==> config.mk <==
export PLATFORM = sky130hd
export DESIGN_NAME = control_sequencer_flat
export DESIGN_NICKNAME = d
export VERILOG_FILES = /design/src/rtl/control_sequencer_pkg.sv /design/src/rtl/control_sequencer_if.sv /design/src/rtl/control_sequencer_reg_decoder.sv /design/src/rtl/control_sequencer.sv /design/src/flat_wrapper.sv
export SDC_FILE = /design/constraint.sdc
export NUM_CORES = 1
export LEC_CHECK = 0
export CAP_MARGIN = 15
export CORE_ASPECT_RATIO = 0.6
export CORE_MARGIN = 2
export CORE_UTILIZATION = 30
export DETAILED_ROUTE_END_ITERATION = 6
export GPL_TIMING_DRIVEN = 0
export PLACE_DENSITY_LB_ADDON = 0.1
export REMOVE_ABC_BUFFERS = 1
export SETUP_SLACK_MARGIN = 0.02
export SYNTH_ARGS = -nofsm -noshare
export SYNTH_HDL_FRONTEND = slang
export SYNTH_SLANG_ARGS = --single-unit
==> constraint.sdc <==
create_clock -name clock -period 4 [get_ports clock]
set_input_delay 0.8 -clock clock [delete_from_list [all_inputs] [get_ports clock]]
set_output_delay 0.8 -clock clock [all_outputs]
set_load 0.01 [all_outputs]
==> src/rtl/control_sequencer_pkg.sv <==
`default_nettype none
// ============================================================================
//  Module      : control_sequencer_pkg
//  Description : Shared definitions for the control sequencer: opcode values,
//                bus source codes, ALU operation codes, the step enumeration
//                and helpers that classify an opcode into an execution shape.
//  Revision    : 1.0 - initial release
// ============================================================================
package control_sequencer_pkg;

    // Opcodes (ir[31:27]); 13-31 are unassigned and execute as NOP
    localparam logic [4:0] c_op_add  = 5'd0;
    localparam logic [4:0] c_op_sub  = 5'd1;
    localparam logic [4:0] c_op_and  = 5'd2;
    localparam logic [4:0] c_op_or   = 5'd3;
    localparam logic [4:0] c_op_ld   = 5'd4;
    localparam logic [4:0] c_op_st   = 5'd5;
    localparam logic [4:0] c_op_addi = 5'd6;
    localparam logic [4:0] c_op_mul  = 5'd7;
    localparam logic [4:0] c_op_div  = 5'd8;
    localparam logic [4:0] c_op_mfhi = 5'd9;
    localparam logic [4:0] c_op_mflo = 5'd10;
    localparam logic [4:0] c_op_nop  = 5'd11;
    localparam logic [4:0] c_op_halt = 5'd12;

    // Bus source codes; 0-15 select general registers R0-R15
    localparam logic [4:0] c_bus_hi     = 5'd16;
    localparam logic [4:0] c_bus_lo     = 5'd17;
    localparam logic [4:0] c_bus_zhigh  = 5'd18;
    localparam logic [4:0] c_bus_zlow   = 5'd19;
    localparam logic [4:0] c_bus_pc     = 5'd20;
    localparam logic [4:0] c_bus_mdr    = 5'd21;
    localparam logic [4:0] c_bus_inport = 5'd22;
    localparam logic [4:0] c_bus_c      = 5'd23;

    // ALU operation codes
    localparam logic [4:0] c_alu_add = 5'd0;
    localparam logic [4:0] c_alu_sub = 5'd1;
    localparam logic [4:0] c_alu_and = 5'd2;
    localparam logic [4:0] c_alu_or  = 5'd3;
    localparam logic [4:0] c_alu_mul = 5'd4;
    localparam logic [4:0] c_alu_div = 5'd5;
    localparam logic [4:0] c_alu_inc = 5'd6;

    typedef enum logic [3:0] {
        S_IDLE = 4'd0,
        S_T0   = 4'd1,
        S_T1   = 4'd2,
        S_T2   = 4'd3,
        S_T3   = 4'd4,
        S_T4   = 4'd5,
        S_T5   = 4'd6,
        S_T6   = 4'd7,
        S_T7   = 4'd8,
        S_HALT = 4'd9
    } state_t;

    // Execution shape of an instruction after fetch
    typedef enum logic [2:0] {
        K_ALU    = 3'd0,   // ADD/SUB/AND/OR : Rb->Y, Rc op Y->Z, Z->Ra
        K_ADDI   = 3'd1,   // as K_ALU with C in place of Rc
        K_MULDIV = 3'd2,   // Ra->Y, Rb op Y->Z, ZLow->LO, ZHigh->HI
        K_MFX    = 3'd3,   // HI/LO -> Ra
        K_LD     = 3'd4,
        K_ST     = 3'd5,
        K_NOP    = 3'd6,
        K_HALT   = 3'd7
    } op_class_t;

    function automatic op_class_t classify(input logic [4:0] op);
        op_class_t k;
        case (op)
            c_op_add, c_op_sub, c_op_and, c_op_or: k = K_ALU;
            c_op_addi:                             k = K_ADDI;
            c_op_mul, c_op_div:                    k = K_MULDIV;
            c_op_mfhi, c_op_mflo:                  k = K_MFX;
            c_op_ld:                               k = K_LD;
            c_op_st:                               k = K_ST;
            c_op_halt:                             k = K_HALT;
            default:                               k = K_NOP;
        endcase
        return k;
    endfunction

    // ALU code used in the operate step of register-register instructions
    function automatic logic [4:0] alu_for(input logic [4:0] op);
        logic [4:0] a;
        case (op)
            c_op_sub: a = c_alu_sub;
            c_op_and: a = c_alu_and;
            c_op_or:  a = c_alu_or;
            c_op_mul: a = c_alu_mul;
            c_op_div: a = c_alu_div;
            default:  a = c_alu_add;
        endcase
        return a;
    endfunction

endpackage
`default_nettype wire

==> src/rtl/control_sequencer_if.sv <==
`default_nettype none
// ============================================================================
//  Module      : control_sequencer_if
//  Description : Bundle between the control sequencer and the datapath.
//                master : the sequencer (takes start/ir/memReady, drives
//                         bus select, load strobes, memory requests, aluOp)
//                slave  : the datapath / memory side
//  Revision    : 1.0 - initial release
// ============================================================================
interface control_sequencer_if #(
    parameter int NUM_REGS = 16
);
    logic                start;
    logic [31:0]         ir;
    logic                memReady;
    logic                busEn;
    logic [4:0]          busSel;
    logic [NUM_REGS-1:0] rIn;
    logic                pcIn;
    logic                irIn;
    logic                marIn;
    logic                mdrIn;
    logic                yIn;
    logic                zIn;
    logic                hiIn;
    logic                loIn;
    logic                memRead;
    logic                memWrite;
    logic [4:0]          aluOp;
    logic                run;

    modport master (
        input  start, ir, memReady,
        output busEn, busSel, rIn, pcIn, irIn, marIn, mdrIn, yIn, zIn,
               hiIn, loIn, memRead, memWrite, aluOp, run
    );

    modport slave (
        output start, ir, memReady,
        input  busEn, busSel, rIn, pcIn, irIn, marIn, mdrIn, yIn, zIn,
               hiIn, loIn, memRead, memWrite, aluOp, run
    );
endinterface
`default_nettype wire

==> src/rtl/control_sequencer_reg_decoder.sv <==
`default_nettype none
// ============================================================================
//  Module      : reg_decoder
//  Description : 4-to-NUM_REGS one-hot decoder with enable; produces the
//                general register load enables.
//  Ports       : en     - decode enable (all outputs 0 when low)
//                sel    - register index
//                onehot - one-hot load enable, at most one bit set
//  Revision    : 1.0 - initial release
// ============================================================================
module reg_decoder #(
    parameter int NUM_REGS = 16
) (
    input  wire logic                en,
    input  wire logic [3:0]          sel,
    output logic      [NUM_REGS-1:0] onehot
);
    // Each output bit compares the index independently, so no two bits can
    // ever be high together; indices beyond NUM_REGS-1 select nothing.
    for (genvar i = 0; i < NUM_REGS; i++) begin : g_onehot
        assign onehot[i] = en && ({28'd0, sel} == 32'(i));
    end
endmodule
`default_nettype wire

==> src/rtl/control_sequencer.sv <==
`default_nettype none
// ============================================================================
//  Module      : control_sequencer
//  Description : Hardwired control sequencer for a bus-based datapath.
//                Steps IDLE -> T0..T7 -> T0 per instruction, HALT parks until
//                reset. Outputs are a decode of the current step, the IR and
//                the first-cycle flag; memReady only gates the MDR load and
//                the advance out of memory wait steps.
//  Ports       : clock - rising-edge clock
//                clear - asynchronous active-low reset
//                bus   - control_sequencer_if.master (start, ir, memReady in;
//                        bus select, load strobes, memory requests, aluOp,
//                        run out)
//  Revision    : 1.0 - initial release
// ============================================================================
module control_sequencer
    import control_sequencer_pkg::*;
#(
    parameter int NUM_REGS = 16
) (
    input  wire logic           clock,
    input  wire logic           clear,
    control_sequencer_if.master bus
);

    state_t    r_state;
    logic      r_first;     // high during the first cycle spent in T1

    logic [4:0] w_op;
    logic [3:0] w_ra;
    logic [3:0] w_rb;
    logic [3:0] w_rc;
    op_class_t  w_class;

    assign w_op    = bus.ir[31:27];
    assign w_ra    = bus.ir[26:23];
    assign w_rb    = bus.ir[22:19];
    assign w_rc    = bus.ir[18:15];
    assign w_class = classify(w_op);

    // The immediate field is consumed by the datapath, not by the sequencer
    logic w_unused_imm;
    assign w_unused_imm = &{1'b0, bus.ir[14:0]};

    // ------------------------------------------------------------------
    // Step register
    // ------------------------------------------------------------------
    always_ff @(posedge clock or negedge clear) begin
        if (!clear) begin
            r_state <= S_IDLE;
            r_first <= 1'b0;
        end else begin
            // T1 is only ever entered from T0
            r_first <= (r_state == S_T0);
            case (r_state)
                S_IDLE: if (bus.start) r_state <= S_T0;
                S_T0:   r_state <= S_T1;
                S_T1:   if (bus.memReady) r_state <= S_T2;
                S_T2:   r_state <= (w_class == K_NOP) ? S_T0 : S_T3;
                S_T3: begin
                    case (w_class)
                        K_MFX:   r_state <= S_T0;
                        K_HALT:  r_state <= S_HALT;
                        K_NOP:   r_state <= S_T0;
                        default: r_state <= S_T4;
                    endcase
                end
                S_T4:   r_state <= S_T5;
                S_T5: begin
                    if (w_class == K_ALU || w_class == K_ADDI)
                        r_state <= S_T0;
                    else
                        r_state <= S_T6;
                end
                S_T6: begin
                    if (w_class == K_LD)
                        r_state <= bus.memReady ? S_T7 : S_T6;
                    else if (w_class == K_ST)
                        r_state <= S_T7;
                    else
                        r_state <= S_T0;
                end
                S_T7: begin
                    if (w_class == K_ST)
                        r_state <= bus.memReady ? S_T0 : S_T7;
                    else
                        r_state <= S_T0;
                end
                S_HALT: r_state <= S_HALT;
                default: r_state <= S_IDLE;
            endcase
        end
    end

    // ------------------------------------------------------------------
    // Output decode. Every output defaults to 0; a step names only what it
    // drives, and busEn is set together with every busSel assignment.
    // ------------------------------------------------------------------
    logic       w_busen;
    logic [4:0] w_bussel;
    logic       w_reg_en;
    logic [3:0] w_reg_sel;
    logic       w_pcin, w_irin, w_marin, w_mdrin, w_yin, w_zin, w_hiin, w_loin;
    logic       w_memread, w_memwrite;
    logic [4:0] w_aluop;
    logic       w_run;

    always_comb begin
        w_busen    = 1'b0;
        w_bussel   = 5'd0;
        w_reg_en   = 1'b0;
        w_reg_sel  = 4'd0;
        w_pcin     = 1'b0;
        w_irin     = 1'b0;
        w_marin    = 1'b0;
        w_mdrin    = 1'b0;
        w_yin      = 1'b0;
        w_zin      = 1'b0;
        w_hiin     = 1'b0;
        w_loin     = 1'b0;
        w_memread  = 1'b0;
        w_memwrite = 1'b0;
        w_aluop    = 5'd0;
        w_run      = (r_state != S_IDLE) && (r_state != S_HALT);

        case (r_state)
            S_T0: begin
                w_busen  = 1'b1;
                w_bussel = c_bus_pc;
                w_marin  = 1'b1;
                w_aluop  = c_alu_inc;
                w_zin    = 1'b1;
            end
            S_T1: begin
                w_memread = 1'b1;
                // PC+1 is written back once, even if the read stalls
                if (r_first) begin
                    w_busen  = 1'b1;
                    w_bussel = c_bus_zlow;
                    w_pcin   = 1'b1;
                end
                w_mdrin = bus.memReady;
            end
            S_T2: begin
                w_busen  = 1'b1;
                w_bussel = c_bus_mdr;
                w_irin   = 1'b1;
            end
            S_T3: begin
                case (w_class)
                    K_ALU, K_ADDI, K_LD, K_ST: begin
                        w_busen  = 1'b1;
                        w_bussel = {1'b0, w_rb};
                        w_yin    = 1'b1;
                    end
                    K_MULDIV: begin
                        w_busen  = 1'b1;
                        w_bussel = {1'b0, w_ra};
                        w_yin    = 1'b1;
                    end
                    K_MFX: begin
                        w_busen   = 1'b1;
                        w_bussel  = (w_op == c_op_mfhi) ? c_bus_hi : c_bus_lo;
                        w_reg_en  = 1'b1;
                        w_reg_sel = w_ra;
                    end
                    default: ;
                endcase
            end
            S_T4: begin
                case (w_class)
                    K_ALU: begin
                        w_busen  = 1'b1;
                        w_bussel = {1'b0, w_rc};
                        w_aluop  = alu_for(w_op);
                        w_zin    = 1'b1;
                    end
                    K_MULDIV: begin
                        w_busen  = 1'b1;
                        w_bussel = {1'b0, w_rb};
                        w_aluop  = alu_for(w_op);
                        w_zin    = 1'b1;
                    end
                    K_ADDI, K_LD, K_ST: begin
                        w_busen  = 1'b1;
                        w_bussel = c_bus_c;
                        w_aluop  = c_alu_add;
                        w_zin    = 1'b1;
                    end
                    default: ;
                endcase
            end
            S_T5: begin
                case (w_class)
                    K_ALU, K_ADDI: begin
                        w_busen   = 1'b1;
                        w_bussel  = c_bus_zlow;
                        w_reg_en  = 1'b1;
                        w_reg_sel = w_ra;
                    end
                    K_MULDIV: begin
                        w_busen  = 1'b1;
                        w_bussel = c_bus_zlow;
                        w_loin   = 1'b1;
                    end
                    K_LD, K_ST: begin
                        w_busen  = 1'b1;
                        w_bussel = c_bus_zlow;
                        w_marin  = 1'b1;
                    end
                    default: ;
                endcase
            end
            S_T6: begin
                case (w_class)
                    K_MULDIV: begin
                        w_busen  = 1'b1;
                        w_bussel = c_bus_zhigh;
                        w_hiin   = 1'b1;
                    end
                    K_LD: begin
                        w_memread = 1'b1;
                        w_mdrin   = bus.memReady;
                    end
                    K_ST: begin
                        w_busen  = 1'b1;
                        w_bussel = {1'b0, w_ra};
                        w_mdrin  = 1'b1;
                    end
                    default: ;
                endcase
            end
            S_T7: begin
                case (w_class)
                    K_LD: begin
                        w_busen   = 1'b1;
                        w_bussel  = c_bus_mdr;
                        w_reg_en  = 1'b1;
                        w_reg_sel = w_ra;
                    end
                    K_ST: w_memwrite = 1'b1;
                    default: ;
                endcase
            end
            default: ;
        endcase
    end

    logic [NUM_REGS-1:0] w_rin;

    reg_decoder #(
        .NUM_REGS (NUM_REGS)
    ) u_reg_decoder (
        .en     (w_reg_en),
        .sel    (w_reg_sel),
        .onehot (w_rin)
    );

    assign bus.busEn    = w_busen;
    assign bus.busSel   = w_bussel;
    assign bus.rIn      = w_rin;
    assign bus.pcIn     = w_pcin;
    assign bus.irIn     = w_irin;
    assign bus.marIn    = w_marin;
    assign bus.mdrIn    = w_mdrin;
    assign bus.yIn      = w_yin;
    assign bus.zIn      = w_zin;
    assign bus.hiIn     = w_hiin;
    assign bus.loIn     = w_loin;
    assign bus.memRead  = w_memread;
    assign bus.memWrite = w_memwrite;
    assign bus.aluOp    = w_aluop;
    assign bus.run      = w_run;

endmodule
`default_nettype wire

==> src/flat_wrapper.sv <==
// flat-port wrapper written by rule: the top's interface ports become plain ports
module control_sequencer_flat import control_sequencer_pkg::*;
#(
    parameter int NUM_REGS = 16
)
  (clock, clear, bus_start, bus_ir, bus_memReady, bus_busEn, bus_busSel, bus_rIn, bus_pcIn, bus_irIn, bus_marIn, bus_mdrIn, bus_yIn, bus_zIn, bus_hiIn, bus_loIn, bus_memRead, bus_memWrite, bus_aluOp, bus_run);
  control_sequencer_if #(.NUM_REGS(NUM_REGS)) bus_i ();
  input  wire logic clock;
  input  wire logic clear;
  input wire logic [$bits(bus_i.start)-1:0] bus_start;
  input wire logic [$bits(bus_i.ir)-1:0] bus_ir;
  input wire logic [$bits(bus_i.memReady)-1:0] bus_memReady;
  output wire logic [$bits(bus_i.busEn)-1:0] bus_busEn;
  output wire logic [$bits(bus_i.busSel)-1:0] bus_busSel;
  output wire logic [$bits(bus_i.rIn)-1:0] bus_rIn;
  output wire logic [$bits(bus_i.pcIn)-1:0] bus_pcIn;
  output wire logic [$bits(bus_i.irIn)-1:0] bus_irIn;
  output wire logic [$bits(bus_i.marIn)-1:0] bus_marIn;
  output wire logic [$bits(bus_i.mdrIn)-1:0] bus_mdrIn;
  output wire logic [$bits(bus_i.yIn)-1:0] bus_yIn;
  output wire logic [$bits(bus_i.zIn)-1:0] bus_zIn;
  output wire logic [$bits(bus_i.hiIn)-1:0] bus_hiIn;
  output wire logic [$bits(bus_i.loIn)-1:0] bus_loIn;
  output wire logic [$bits(bus_i.memRead)-1:0] bus_memRead;
  output wire logic [$bits(bus_i.memWrite)-1:0] bus_memWrite;
  output wire logic [$bits(bus_i.aluOp)-1:0] bus_aluOp;
  output wire logic [$bits(bus_i.run)-1:0] bus_run;
  assign bus_i.start = bus_start;
  assign bus_i.ir = bus_ir;
  assign bus_i.memReady = bus_memReady;
  assign bus_busEn = bus_i.busEn;
  assign bus_busSel = bus_i.busSel;
  assign bus_rIn = bus_i.rIn;
  assign bus_pcIn = bus_i.pcIn;
  assign bus_irIn = bus_i.irIn;
  assign bus_marIn = bus_i.marIn;
  assign bus_mdrIn = bus_i.mdrIn;
  assign bus_yIn = bus_i.yIn;
  assign bus_zIn = bus_i.zIn;
  assign bus_hiIn = bus_i.hiIn;
  assign bus_loIn = bus_i.loIn;
  assign bus_memRead = bus_i.memRead;
  assign bus_memWrite = bus_i.memWrite;
  assign bus_aluOp = bus_i.aluOp;
  assign bus_run = bus_i.run;
  control_sequencer #(.NUM_REGS(NUM_REGS)) u_core (.clock(clock), .clear(clear), .bus(bus_i));
endmodule
==> metrics, run 1 <==
data arrival time at the worst-slack endpoint 3.11 ns; weighted congestion reported at the end of routability-driven placement 0.821; met2 wirelength from detailed routing 1.78 mm; FILL cells 419; I/O pin cnt 74; warnings from Yosys 0; count of placed standard cells in the final layout, fillers left out 304; H-tree Lvls 1; worst path buffer plus inverter count 2; # placed instances 293; met1 routed wirelength after detailed routing 2.60 mm; total met3 wirelength after detailed routing 386 microns; placed inst area 1880 sq um; Routed Antenna Nets 0; layout overhead on the synthesized area 54.4%; required time of the critical path 3.20 ns; 1st-pass router iterations 4; global-route wire length before repair 7.56 mm; Starting DRT DRC Count 139; clk root buf clkbuf_8; number of buffers created by CTS 3; Bufs on Longest Clock Path 2; full die area 4970 sq um; Mean Syn Cell Area 6.85 sq um; number of nets at the end of the flow 285; TritonCTS clock tree built; most frequent cells in the layout clkdlybuf4s50_1 (48), nor2_1 (27), nand2_1 (16), a21oi_1 (8); share of total power in the clock network 0.113; final core utilization 0.489; Via Count 1617; Min Clock Period, post-route 3.91 ns; run status completed; number of cells produced by synthesis 193; Setup crit start kind primary input; Worst Setup Path Type primary input to output port; transition time at the pin with the least slew margin 0.671 ns; Cell variety after synth 59; Critical-path top delay cell dlygate4sd2_1; Final Slew Violations 0; global routing usage summed across all routing layers 0.190; Critical Path, Cell by Cell dlygate4sd2_1 -> and4b_1 -> a31o_2 -> a221o_4 -> nand3b_2 -> nor2_1 -> clkdlybuf4s50_1; number of hold-slack violations in the final timing report 0; Sw Share 0.470; Worst slew margin 0.553; sum of net half-perimeters after detailed placement 3.73 mm; achievable clock frequency 255 MHz; category of the worst setup path capture point output port; post-synth design cell area 1320 sq um; Port Buffer Count 56; combinational group share of total power 0.713; number of enable flip-flop cells after synthesis 0; latest clock arrival within the worst-skew pair 0.22 ns; post-route cell area 2040 sq um; net load switching power 0.380 mW; number of clock sinks 5; Worst Hold Margin 0.800 ns; highest cell delay on the worst timing path 0.55 ns; post-detailed-route DRC marker count 0; internal power 0.428 mW; number of antenna violations at the first check in global routing 0; total of max-cap violations 0; floorplan die height 55.4 microns; post-DR wirelength/cell 15.7 microns; sequential cell area fraction in the yosys report 0.0947; Leakage 0.821 nW; power per standard cell area 396 nW/um^2; critical path fanouts, max 9; share of synthesized registers carrying an async set or reset 1.00; final number of setup-violating endpoints 0; Main synth FF type dfrtp_1; fin crit share 0.979; core area 4170 sq um; via count of the first global-routing pass 1460; Top delay family on crit path buffers and inverters; peak ir drop on the vdd network 0.000193 V; final setup TNS 0 ns; Worst Hold Class primary input to async pin; clock transition at the register clock pins on the worst setup and hold paths after CTS 0.03 ns; uppermost routed layer met3; overall die width 89.7 microns; unrepaired setup endpoints after global routing true; antenna diode count 0; remaining global-route overflow 0; Clock Skew 0.00139 ns; total wirelength of the detailed-routed design 4.77 mm; Sequential Power Share 0.174; starting utilization of the core area 0.317; vias per std cell 5.32; leading cell type in the layout, fill and taps excluded clkdlybuf4s50_1; layout cell share with drive strength beyond 1 0.168; row count 18; post-synthesis register bit count 5; maximum number of pins on one net before global-route repair 24
path summary, 6_finish.rpt:
path / start / endpoint / slack, ns / cells after the start
max in group asynchronous: clear / u_core.r_first / 3.02 / 1
setup / recovery: bus_ir[31] / bus_rIn[11] / 0.09 / 7
hold reg to reg: u_core.r_state[2] / u_core.r_state[0] / 0.84 / 3
setup reg to reg: u_core.r_state[0] / u_core.r_state[0] / 2.12 / 5
hold / removal: clear / u_core.r_state[3] / 0.80 / 1
min in group clock: u_core.r_state[2] / u_core.r_state[0] / 0.84 / 3
flip-flops by register name, summed over array words and instances (netlist names):
signal and count:
u_core.r_first 1, u_core.r_state 4
worst register-to-register path, stage by stage, from the launching register on:
cell and delay (ns):
dfrtp_1 0.61, nor4b_1 0.62, nand2_1 0.10, nand3_1 0.09
o21ai_0 0.10, a31oi_1 0.25
power by group through the flow:
stage	Combinational, mW	Sequential (mW)	Clock [mW]
floorplan	0.289	0.120	0
global placement	0.556	0.140	0
detailed placement	0.554	0.140	0
CTS	0.571	0.138	0.0930
global route	0.627	0.151	0.0968
finish	0.576	0.141	0.0913
repair_timing:
item / 4_1_cts / 5_1_grt
pin swaps: 2 / 2
cloned: 0 / 0
setup endpoints to repair: 33 / 20
endpoints found under the hold margin: 0 / 0
buffers inserted: 5 / 2
hold buffers: 0 / 0
resized for setup: 23 / 9
layer usage:
layer  track usage  up-vias
li1              -      813
met1         0.332      739
met2         0.242       65
met3        0.0314        0
met4       0.00853        0
met5             0        -
layout make-up:
| type | instances | area [sq um] | area share |
|---|---|---|---|
| Inverter | 7 | 26.3 | 0.0129 |
| Clock buffer | 4 | 45.0 | 0.0221 |
| Sequential cell | 5 | 125 | 0.0613 |
| Tap cell | 60 | 75.1 | 0.0368 |
| Timing Repair Buffer | 63 | 602 | 0.295 |
| Multi-Input combinational cell | 165 | 1170 | 0.572 |
metrics by stage:
stage	power [mW]	setup WS, ns
after global routing	0.875	0.0206
after global placement	0.696	-0.760
after floorplan	0.410	0.818
after CTS	0.803	0.0343
after detailed placement	0.694	-0.728
final	0.808	0.0854
logic make-up after synthesis:
logic type,after synthesis,synth area share
XOR/XNOR,2,0.0133
flip-flops,5,0.0947
adder cells (fa/ha/maj),4,0.0379
AO/OA/AOI/OAI,57,0.333
buffers and inverters,24,0.0805
other,1,0.00284
AND/OR/NAND/NOR,100,0.438
cells in the mapped netlist, drive strengths merged (2+ instances only):
cell type	instances	area, sq um
ha	4	50.1
o22ai	2	12.5
nand3	4	25.0
or2	3	18.8
o21ai	12	63.8
o221ai	2	17.5
a31oi	2	12.5
o41ai	3	26.3
buf	9	50.1
a211oi	6	70.1
a22oi	2	15.0
nor3	9	65.1
o211ai	2	15.0
a21oi	9	45.0
nor2b	5	31.3
nand3b	3	38.8
nand4b	2	17.5
and3	7	43.8
nor3b	5	37.5
and4b	2	20.0
dfrtp	5	125
nand2b	6	37.5
a21o	3	22.5
clkbuf	8	30.0
nand2	18	72.6
a32oi	3	26.3
inv	7	26.3
nor2	28	105
o2111ai	2	17.5
No activity file was read; power rests on OpenSTA's default activity.
==> run 2: changes to the inputs <==
--- a/config.mk
+++ b/config.mk
@@ -10,10 +10,12 @@
 export CORE_MARGIN = 2
 export CORE_UTILIZATION = 30
 export DETAILED_ROUTE_END_ITERATION = 6
+export DONT_BUFFER_PORTS = 1
 export GPL_TIMING_DRIVEN = 0
 export PLACE_DENSITY_LB_ADDON = 0.1
 export REMOVE_ABC_BUFFERS = 1
 export SETUP_SLACK_MARGIN = 0.02
+export SKIP_CTS_REPAIR_TIMING = 1
 export SYNTH_ARGS = -nofsm -noshare
 export SYNTH_HDL_FRONTEND = slang
 export SYNTH_SLANG_ARGS = --single-unit
==> metrics, run 2 (synthesized netlist as in run 1, its figures left out) <==
run status completed; Worst Hold Class primary input to async pin; end of the worst register-to-register path u_core.r_state[3]; path depth of the worst reg2reg path 4; post-DR wirelength/cell 19.0 microns; total of max-cap violations 0; fin crit share 0.894; Final Worst Setup Slack 0.425 ns; Starting DRT DRC Count 84; weighted congestion reported at the end of routability-driven placement 0.862; worst setup path end bus_busEn; overall die width 89.7 microns; core area 4170 sq um; Via Count 1445; 1st-pass router iterations 4; number of hold-slack violations in the final timing report 0; via count of the first global-routing pass 1289; required time of the critical path 3.20 ns; number of antenna violations at the first check in global routing 0; origin of the worst setup path bus_ir[27]; remaining global-route overflow 0; Top reg by flops u_core.r_state; I/O pin cnt 74; highest cell delay on the worst timing path 0.54 ns; final setup TNS 0 ns; flip-flop count of the largest register after layout 4; floorplan die height 55.4 microns; Leakage 0.536 nW; final number of setup-violating endpoints 0; data arrival time at the worst-slack endpoint 2.77 ns; R2R Path Start u_core.r_state[0]; H-tree Lvls 1; worst path buffer plus inverter count 0; clock transition at the register clock pins on the worst setup and hold paths after CTS 0.04 ns; total wirelength of the detailed-routed design 4.57 mm; registers with the most flip-flops u_core.r_state (4), u_core.r_first (1); peak ir drop on the vdd network 0.000199 V; transition time at the pin with the least slew margin 0.865 ns; layout overhead on the synthesized area 3.31%; Clock Skew 0.00265 ns; Worst Setup Path Type primary input to output port; number of nets at the end of the flow 222; row count 18; DP Worst Slack 0.402 ns; Final Slew Violations 0; maximum number of pins on one net before global-route repair 24; clk root buf clkbuf_8; Bufs on Longest Clock Path 2; vias per std cell 6.00; unrepaired setup endpoints after global routing false; Critical Path, Cell by Cell ha_1 -> nor3_1 -> a21oi_1 -> o21ai_2 -> a211oi_1 -> o2111ai_1; leading cell type in the layout, fill and taps excluded nor2_1; Min Clock Period, post-route 3.57 ns; category of the worst setup path capture point output port; sum of net half-perimeters after detailed placement 3.62 mm; number of clock sinks 5; Critical-path top delay cell a21oi_1; most frequent cells in the layout nor2_1 (28), nand2_1 (16), a21oi_1 (9), inv_1 (7), and3_1 (7); full die area 4970 sq um; WP depth 6; placed inst area 1320 sq um; critical path fanouts, max 14; Top delay family on crit path compound AO/OA/AOI/OAI gates; number of buffers created by CTS 3; global routing usage summed across all routing layers 0.178; latest clock arrival within the worst-skew pair 0.22 ns; FILL cells 460; antenna diode count 0; achievable clock frequency 280 MHz; starting utilization of the core area 0.317; Setup crit start kind primary input; Port Buffer Count 0; reg-to-reg setup timing slack 2.02 ns; Routed Antenna Nets 0; power per standard cell area 443 nW/um^2; Worst slew margin 0.418; global-route wire length before repair 7.01 mm; layout cell share with drive strength beyond 1 0.116; post-route cell area 1370 sq um; TritonCTS clock tree built; post-detailed-route DRC marker count 0
==> run 2: stage by stage <==
step           hold slack (ns)  utilization  cells  total power, mW
6_report                 0.270        0.328    241            0.604
5_1_grt                  0.260        0.328    241            0.651
4_1_cts                  0.265        0.328    241            0.602
3_5_place_dp             0.505        0.317    237            0.506
3_3_place_gp             0.505        0.317    237            0.503
2_1_floorplan            0.504            -    177            0.410
==> run 2: area by class of cell <==
class                      count  area, sq um  area share
sequential                     5          125      0.0917
multi-input combinational    165         1090       0.801
tap                           60         75.1      0.0550
inverter                       7         26.3      0.0192
clock buffer                   4         45.0      0.0330
==> run 2: worst min-delay path by stage <==
stage | from | endpoint | slack, ns | depth (start not counted)
after global routing | clear | u_core.r_state[2] | 0.26 | 0
after detailed placement | clear | u_core.r_state[3] | 0.50 | 0
after CTS | clear | u_core.r_state[2] | 0.27 | 0
final | clear | u_core.r_state[2] | 0.27 | 0
after global placement | clear | u_core.r_state[0] | 0.50 | 0
after floorplan | clear | u_core.r_first | 0.50 | 0
==> run 2: where the power goes <==
part / internal [mW] / total [mW] / switching [mW]
sequential: 0.0704 / 0.141 / 0.0708
clock: 0.0685 / 0.0945 / 0.0260
combinational: 0.126 / 0.369 / 0.242
==> run 2: per-layer routing <==
| metal | wire (microns) | track usage | share of wire |
|---|---|---|---|
| met4 | 16 | 0.0171 | 0.0035 |
| met1 | 2250 | 0.286 | 0.49 |
| met5 | 0 | 0 | 0 |
| met3 | 563 | 0.0598 | 0.12 |
| met2 | 1740 | 0.231 | 0.38 |
==> run 3: changes to the inputs <==
--- a/config.mk
+++ b/config.mk
@@ -18,4 +18,5 @@
 export SKIP_CTS_REPAIR_TIMING = 1
 export SYNTH_ARGS = -nofsm -noshare
 export SYNTH_HDL_FRONTEND = slang
+export SYNTH_HIERARCHICAL = 1
 export SYNTH_SLANG_ARGS = --single-unit
==> metrics, run 3 <==
warnings from Yosys 6; 1st-pass router iterations 4; Clock Skew 0.00144 ns; H-tree Lvls 1; critical path fanouts, max 9; global-route wire length before repair 6.46 mm; combinational group share of total power 0.605; TritonCTS clock tree built; most area-consuming cells after synthesis dfrtp_1 (10%), nor2_1 (8.1%), nand2_1 (6.6%), nor2b_1 (5.0%), ha_1 (4.0%); most instantiated cells after synthesis nor2_1 (27), nand2_1 (22), nand3_1 (10), nor2b_1 (10), a21oi_1 (9); share of total power in the clock network 0.176; achievable clock frequency 265 MHz; overall die width 87.6 microns; data arrival time at the worst-slack endpoint 2.98 ns; total of max-cap violations 0; Port Buffer Count 0; origin of the worst setup path u_core/r_state[2]; required time of the critical path 3.20 ns; clk root buf clkbuf_8; layout overhead on the synthesized area 4.68%; number of nets at the end of the flow 225; worst path buffer plus inverter count 0; post-DR wirelength/cell 17.9 microns; Final Slew Violations 0; antenna diode count 0; internal power 0.241 mW; Bufs on Longest Clock Path 2; remaining global-route overflow 0; final setup TNS 0 ns; layout cell share with drive strength beyond 1 0.0815; I/O pin cnt 74; Mean Syn Cell Area 6.62 sq um; post-synth design cell area 1260 sq um; floorplan die height 54.2 microns; share of synthesized registers carrying an async set or reset 1.00; registers with the most flip-flops u_core/r_state (4), u_core/r_first (1); Routed Antenna Nets 0; vias per std cell 5.89; Setup crit start kind flip-flop; Final Worst Setup Slack 0.220 ns; power per standard cell area 400 nW/um^2; fin crit share 0.945; Worst Hold Class primary input to async pin; DP Worst Slack 0.296 ns; Critical Path, Cell by Cell nor2b_1 -> nand2_1 -> or4_4 -> o21ai_2 -> and2_1 -> nand3b_1 -> nor3_1; starting utilization of the core area 0.308; full die area 4740 sq um; Critical-path top delay cell nor2b_1; Top delay family on crit path simple AND/OR/NAND/NOR gates; post-route cell area 1320 sq um; # placed instances 240; maximum number of pins on one net before global-route repair 17; Main synth FF type dfrtp_1; highest cell delay on the worst timing path 0.57 ns; latest clock arrival within the worst-skew pair 0.22 ns; Cell variety after synth 57; run status completed; flip-flop count of the largest register after layout 4; number of hold-slack violations in the final timing report 0; sum of net half-perimeters after detailed placement 3.43 mm; Worst slew margin 0.486; row count 18; Sw Share 0.542; global routing usage summed across all routing layers 0.179; peak ir drop on the vdd network 0.000180 V; core area 4080 sq um; count of placed standard cells in the final layout, fillers left out 244; number of antenna violations at the first check in global routing 0; Via Count 1438; most frequent cells in the layout nor2_1 (27), nand2_1 (22), nor2b_1 (10), nand3_1 (10), a21oi_1 (9); leading cell type in the layout, fill and taps excluded nor2_1; net load switching power 0.285 mW; Sequential Power Share 0.219; placed inst area 1270 sq um; Top reg by flops u_core/r_state; most frequent cell after synthesis nor2_1; final number of setup-violating endpoints 0; Leakage 0.472 nW; clock transition at the register clock pins on the worst setup and hold paths after CTS 0.03 ns; number of clock sinks 5; number of buffers created by CTS 3; via count of the first global-routing pass 1256; number of enable flip-flop cells after synthesis 0; sequential cell area fraction in the yosys report 0.0995; post-detailed-route DRC marker count 0; largest area contributor in the netlist dfrtp_1; category of the worst setup path capture point output port; total wirelength of the detailed-routed design 4.37 mm; Starting DRT DRC Count 197; post-synthesis register bit count 5; Worst Setup Path Type flip-flop to output port; unrepaired setup endpoints after global routing false; R2R Path Start u_core/r_state[0]; weighted congestion reported at the end of routability-driven placement 0.836; Yosys top cell area share 0.0995; Min Clock Period, post-route 3.78 ns; transition time at the pin with the least slew margin 0.760 ns; number of cells produced by synthesis 190
==> run 3: cell type report <==
cell class / count / area [sq um]
fillers: 453 / 2760
clock buffers: 4 / 45.0
inverters: 4 / 15.0
multi-input cells: 171 / 1060
well taps: 60 / 75.1
flip-flops and latches: 5 / 125
==> run 3: worst paths after layout <==
check | to | slack [ns] | cells after the start
max | bus_rIn[4] | 0.22 | 7
min | u_core/r_state[3] | 0.28 | 0
max reg2reg | u_core/r_state[2] | 2.23 | 3
min reg2reg | u_core/r_state[0] | 0.75 | 2
max in group asynchronous | u_core/r_state[2] | 3.66 | 0
min in group clock | u_core/r_state[0] | 0.75 | 2
==> run 3: logic make-up after synthesis <==
logic type | Yosys count | synth area share
buffers and inverters | 15 | 0.0637
other | 1 | 0.00298
xor gates and xnor gates | 1 | 0.00697
adders and majority gates | 4 | 0.0398
and+or+nand+nor | 110 | 0.469
DFF | 5 | 0.0995
AOI/OAI and AO/OA | 54 | 0.318
==> run 3: through the flow <==
| stage | hold slack [ns] | power [mW] | util |
|---|---|---|---|
| global route | 0.265 | 0.570 | 0.323 |
| finish | 0.275 | 0.526 | 0.323 |
| detailed placement | 0.505 | 0.428 | 0.312 |
| floorplan | 0.504 | 0.349 | - |
| global placement | 0.505 | 0.426 | 0.312 |
| CTS | 0.270 | 0.524 | 0.323 |
==> run 3: per-layer routing <==
layer | part of all wire | track usage | routed length, microns
met1 | 0.49 | 0.266 | 2130
met3 | 0.10 | 0.0629 | 438
met5 | 0 | 0 | 0
met2 | 0.41 | 0.250 | 1800
met4 | 0 | 0.0205 | 0
==> run 3: power by group through the flow <==
stage               registers, mW  clock network [mW]  logic, mW
CTS                         0.114              0.0955      0.315
global placement            0.114                   0      0.311
detailed placement          0.115                   0      0.314
finish                      0.115              0.0925      0.318
global route                0.120              0.0994      0.350
floorplan                   0.100                   0      0.248
==> run 3: worst register-to-register path: stages (launching register included) <==
cell      delay, ns
dfrtp_1        0.53
nor4b_1        0.74
and2_1         0.30
nand3b_1       0.13
